--- src/rtl/sobol_ctrl_pkg.sv ---
// Shared types and width helpers for the Sobol bitstream controller.
package sobol_ctrl_pkg;

   typedef enum logic [1:0] {IDLE, CLEAR, RUN, DONE} ctrlState;

   // Keep index ports at least one bit wide even for degenerate sizes.
   function automatic int unsigned ownerWidth(input int unsigned n);
      return (n > 1) ? $clog2(n) : 1;
   endfunction

   function automatic int unsigned cntWidth(input int unsigned len);
      return $clog2(len + 1);
   endfunction

endpackage

--- src/rtl/rr_arbiter.sv ---
// Combinational round-robin picker: first asserted request at or after iPtr, wrapping.
module rr_arbiter
   import sobol_ctrl_pkg::*;
#(
   parameter int unsigned NREQ = 4,
   localparam int unsigned OW = ownerWidth(NREQ)
) (
   input  logic [NREQ-1:0] iReq,
   input  logic [OW-1:0]   iPtr,
   output logic [NREQ-1:0] oGnt,
   output logic [OW-1:0]   oIdx
);

   logic [OW-1:0] cand;
   logic          found;

   always_comb begin
      oGnt  = '0;
      oIdx  = '0;
      found = 1'b0;
      cand  = '0;
      for (int i = 0; i < NREQ; i++) begin
         cand = OW'((int'(iPtr) + i) % NREQ);
         if (!found && iReq[cand]) begin
            found      = 1'b1;
            oGnt[cand] = 1'b1;
            oIdx       = cand;
         end
      end
   end

endmodule

--- src/rtl/sobol_stream_ctrl.sv ---
// Time-shares one sobolrng among NREQ requesters: grant, clear the RNG, stream LEN
// comparison bits, then pulse completion to the owner.
module sobol_stream_ctrl
   import sobol_ctrl_pkg::*;
#(
   parameter int unsigned BITWIDTH = 8,
   parameter int unsigned NREQ     = 4,
   parameter int unsigned LEN      = 2 ** BITWIDTH,
   localparam int unsigned OW      = ownerWidth(NREQ)
) (
   input  logic                     iClk,
   input  logic                     iRst,
   input  logic [NREQ-1:0]          iReq,
   input  logic [NREQ*BITWIDTH-1:0] iData,
   input  logic [BITWIDTH-1:0]      iRngSeq,
   output logic                     oRngEn,
   output logic                     oRngClr,
   output logic [NREQ-1:0]          oGnt,
   output logic [OW-1:0]            oOwner,
   output logic                     oBit,
   output logic                     oBitVld,
   output logic                     oLast,
   output logic [NREQ-1:0]          oDone
);

   localparam int unsigned CW = cntWidth(LEN);

   ctrlState            state, stateNext;
   logic [OW-1:0]       ptr, ptrNext;
   logic [OW-1:0]       owner, ownerNext;
   logic [NREQ-1:0]     gnt, gntNext;
   logic [CW-1:0]       cnt, cntNext;
   logic [BITWIDTH-1:0] data, dataNext;
   logic [NREQ-1:0]     arbGnt;
   logic [OW-1:0]       arbIdx;
   logic [OW-1:0]       ownerInc;
   logic                ownerReq;
   logic                cntAtEnd;

   rr_arbiter #(
      .NREQ(NREQ)
   ) uArb (
      .iReq(iReq),
      .iPtr(ptr),
      .oGnt(arbGnt),
      .oIdx(arbIdx)
   );

   assign ownerInc = (owner == OW'(NREQ - 1)) ? '0 : owner + 1'b1;
   assign ownerReq = iReq[owner];
   assign cntAtEnd = (cnt == CW'(LEN - 1));

   always_ff @(posedge iClk) begin
      if (iRst) begin
         state <= IDLE;
         ptr   <= '0;
         owner <= '0;
         gnt   <= '0;
         cnt   <= '0;
         data  <= '0;
      end else begin
         state <= stateNext;
         ptr   <= ptrNext;
         owner <= ownerNext;
         gnt   <= gntNext;
         cnt   <= cntNext;
         data  <= dataNext;
      end
   end

   always_comb begin
      stateNext = state;
      ptrNext   = ptr;
      ownerNext = owner;
      gntNext   = gnt;
      cntNext   = cnt;
      dataNext  = data;
      unique case (state)
         IDLE: begin
            if (|iReq) begin
               gntNext   = arbGnt;
               ownerNext = arbIdx;
               dataNext  = iData[arbIdx*BITWIDTH +: BITWIDTH];
               cntNext   = '0;
               stateNext = CLEAR;
            end
         end
         CLEAR, RUN: begin
            if (!ownerReq) begin
               // Abort: the pointer still moves on so the dropped requester yields.
               ptrNext   = ownerInc;
               gntNext   = '0;
               ownerNext = '0;
               stateNext = IDLE;
            end else if (state == CLEAR) begin
               stateNext = RUN;
            end else begin
               cntNext = cnt + 1'b1;
               if (cntAtEnd) begin
                  stateNext = DONE;
               end
            end
         end
         DONE: begin
            ptrNext   = ownerInc;
            gntNext   = '0;
            ownerNext = '0;
            stateNext = IDLE;
         end
         default: stateNext = IDLE;
      endcase
   end

   always_comb begin
      oRngClr = (state == CLEAR);
      oRngEn  = (state == RUN);
      oBitVld = (state == RUN);
      oBit    = (state == RUN) && (iRngSeq < data);
      oLast   = (state == RUN) && cntAtEnd;
      oDone   = (state == DONE) ? gnt : '0;
      oGnt    = gnt;
      oOwner  = owner;
   end

endmodule
--- config.mk ---
export PLATFORM = sky130hd
export DESIGN_NAME = sobol_stream_ctrl
export DESIGN_NICKNAME = d
export VERILOG_FILES = /design/src/rtl/sobol_ctrl_pkg.sv /design/src/rtl/rr_arbiter.sv /design/src/rtl/sobol_stream_ctrl.sv
export SDC_FILE = /design/constraint.sdc
export NUM_CORES = 1
export LEC_CHECK = 0
export BUFFER_PORTS_ARGS = -buffer_cell sky130_fd_sc_hd__clkbuf_2
export CAP_MARGIN = 20
export CORE_MARGIN = 3
export CORE_UTILIZATION = 40
export CTS_CLUSTER_DIAMETER = 60
export DETAILED_ROUTE_END_ITERATION = 10
export PLACE_DENSITY = 0.76
export REMOVE_ABC_BUFFERS = 1
export SKIP_LAST_GASP = 1
export SLEW_MARGIN = 20
export SYNTH_ARGS = -nofsm -noshare
export SYNTH_HDL_FRONTEND = slang
export SYNTH_SLANG_ARGS = --single-unit
--- constraint.sdc ---
create_clock -name iClk -period 3.25 [get_ports iClk]
set_input_delay 0.4875 -clock iClk [delete_from_list [all_inputs] [get_ports iClk]]
set_output_delay 0.4875 -clock iClk [all_outputs]
set_load 0.02 [all_outputs]
==> impl_metrics.tcl <==
set metrics [dict create \
    overflow 0 \
    die-area_um2 7170 \
    track_usage 0.176 \
    power.density_nw_per_um2 566 \
    syn_inst 330 \
    whs_ns 0.495 \
    initial_core_util 0.416 \
    crit_family "compound AO/OA/AOI/OAI gates" \
    cts-htree-levels 1 \
    ys_ff_latch 27 \
    maxSlewHeadroom 0.596 \
    io_buffers 60 \
    numCtsBuffers 3 \
    grt.busiest_layer "met2" \
    synth-edff-count 0 \
    dr.first_iter.drc_count 133 \
    crit_path_max_fanout 2 \
    final_net_count 448 \
    tritoncts "done" \
    core-area_um2 5960 \
    power.leakage_nw 1.17 \
    worst_clock_skew_ns 0.00380 \
    fillCellCount 608 \
    cts.clk_slew.worst_paths_ns 0.09 \
    synth.area.top_cells "dfxtp_1 (22%), ha_1 (11%), nor2_1 (7.4%)" \
    ioPinCount 61 \
    totalPowerFinal_mw 1.61 \
    synth_top_area_cell "dfxtp_1" \
    critPathMaxStageDelay_ns 0.35 \
    drive_above_1_share 0.230 \
    fmax_ghz 0.359 \
    firstDrtPassIters 4 \
    synth.distinct_cells 48 \
    syn_area_um2 2480 \
    gp_congestion 0.830 \
    vdd_drop_max_mv 0.292 \
    worst-endpoint-required_ns 2.76 \
    report.final.slew_viol_count 0 \
    ant_nets 0 \
    critPathLaunchType "flip-flop" \
    cap_violations 0 \
    fin_area_um2 2840 \
    clk-insertion-delay-late_ns 0.27 \
    grt_pass1_vias 2329 \
    setup_viol 0 \
    fp.dieW_um 84.7 \
    cts_hold_buf 0 \
    cp-end-kind "primary output" \
    run_status "complete, no violations" \
    synth_top_area_frac 0.218 \
    clock-sinks 27 \
    hold_viol 0 \
    cts_max_path_buffers 2 \
    area_delta_synth_final_pct 14.8 \
    period_share 0.857 \
    worstPathCellList "inv_1 -> ha_1 -> a21o_1 -> a21o_1 -> a21o_1 -> a21o_1 -> a2111oi_0 -> or2_2 -> clkbuf_2" \
    critical_path.slowest_cell "dfxtp_1" \
    rows 28 \
    fin_util 0.477 \
    grt_pass1_wl_um 10600 \
    vias 2519 \
    worstPathArrival_ns 2.30 \
    routed_wl_um 6180 \
    worst_pin_slew_ns 0.607 \
    place_area_um2 2800 \
    crit_type "flip-flop to primary output" \
    vias_per_cell 5.55 \
    use_met1 0.244 \
    cp_common_cell "a21o_1" \
    grtUsageMet2 0.285 \
    period_needed_ns 2.78 \
    crit_buf_inv 2 \
    ys_async_sr_fraction 0 \
    ctsResizeCount 0 \
    die_y_um 84.7 \
    ys_warn_count 0 \
    finalSetupTns_ns 0 \
    grt_max_degree 64 \
    wl_per_cell_um 13.6 \
    cts_setup_buffers 0 \
    antenna_found_initial 0 \
    drc 0 \
    diodes 0 \
    synth_flop_cell "dfxtp_1" \
    clockRootBuffer "clkbuf_8" \
    yosysSeqAreaShare 0.218 \
    use_met3 0.0373 \
    min_path_type "flip-flop to flip-flop" \
    synth.avg_cell_area_um2 7.50 \
    dpl.hpwl_um 4730 \
    rsz0062_at_grt "false" \
]
routing by layer:
| metal | vias to the layer above | routed length, um |
|---|---|---|
| met5 | - | 0 |
| met4 | 0 | 42 |
| met3 | 4 | 424 |
| met2 | 76 | 2840 |
| met1 | 1148 | 2870 |
| li1 | 1291 | - |
flip-flops by register name (all words and copies together) (netlist names):
signal	flops
oGnt	4
state	2
oOwner	2
cnt	9
data	8
ptr	2
per-stage QoR:
stage,setup slack [ns],instances
2_1_floorplan,-1.03,309
3_3_place_gp,0.543,450
3_5_place_dp,0.519,450
4_1_cts,0.432,454
5_1_grt,0.246,454
6_report,0.466,454
worst min-delay path: stages (launching register included):
cell and delay, ns:
dfxtp_1 0.33, o21ai_0 0.07, a21oi_1 0.06
final timing paths:
kind	start	to	slack [ns]	cells past startpoint
setup / recovery	data[1]	oBit	0.47	9
hold / removal	cnt[7]	cnt[7]	0.49	2
setup reg to reg	ptr[0]	data[4]	0.47	9
hold reg to reg	cnt[7]	cnt[7]	0.49	2
cell families after synthesis:
logic type / count (synthesis) / synth area share
XOR/XNOR: 5 / 0.0177
adder cells (fa/ha/maj): 22 / 0.111
AND/OR/NAND/NOR: 133 / 0.263
buffers and inverters: 35 / 0.0697
flip-flops: 27 / 0.218
multiplexers: 9 / 0.0622
AO/OA/AOI/OAI: 99 / 0.258
layout make-up:
type	count	area, um2	area share
sequential	27	542	0.191
tap	75	93.8	0.0330
clock buffer	4	45.0	0.0159
inverter	14	52.6	0.0185
multi-input combinational	268	1760	0.620
timing repair buffer	66	345	0.122
cells in the final DEF, fill, tap and decap left out, types with 2 or more instances in the layout:
cell type	netlist	final
a21o_1	4	4
a21oi_1	36	36
a22oi_1	14	14
a32oi_1	2	2
and2_1	7	7
buf_4	4	6
clkbuf_2	0	60
clkbuf_8	0	3
dfxtp_1	27	26
ha_1	22	22
inv_1	13	13
mux2i_1	3	3
mux4_2	5	5
nand2_1	17	17
nand2b_1	5	5
nand3_1	8	8
nand4_1	3	3
nor2_1	49	49
nor2_4	2	2
nor2b_1	2	2
nor3_1	29	29
o211ai_1	16	16
o21ai_0	13	13
o21ai_1	4	4
or2_2	2	2
or3_1	2	2
xor2_1	4	4
Yosys cell counts (5+ instances only):
cell type,instances
mux4_2,5
inv_1,13
nor3_1,29
and2_1,7
clkbuf_1,11
o211ai_1,16
nand2_1,17
a21oi_1,36
nand2b_1,5
nor2_1,49
o21ai_0,13
dfxtp_1,27
a22oi_1,14
ha_1,22
nand3_1,8
power by group:
part           leakage, nW  internal (mW)  switching, mW  total [mW]
combinational        0.924          0.377          0.565       0.943
clock               0.0228         0.0879          0.107       0.195
sequential           0.221          0.409         0.0617       0.470
Note: power is estimated with default switching activity, not from simulation.
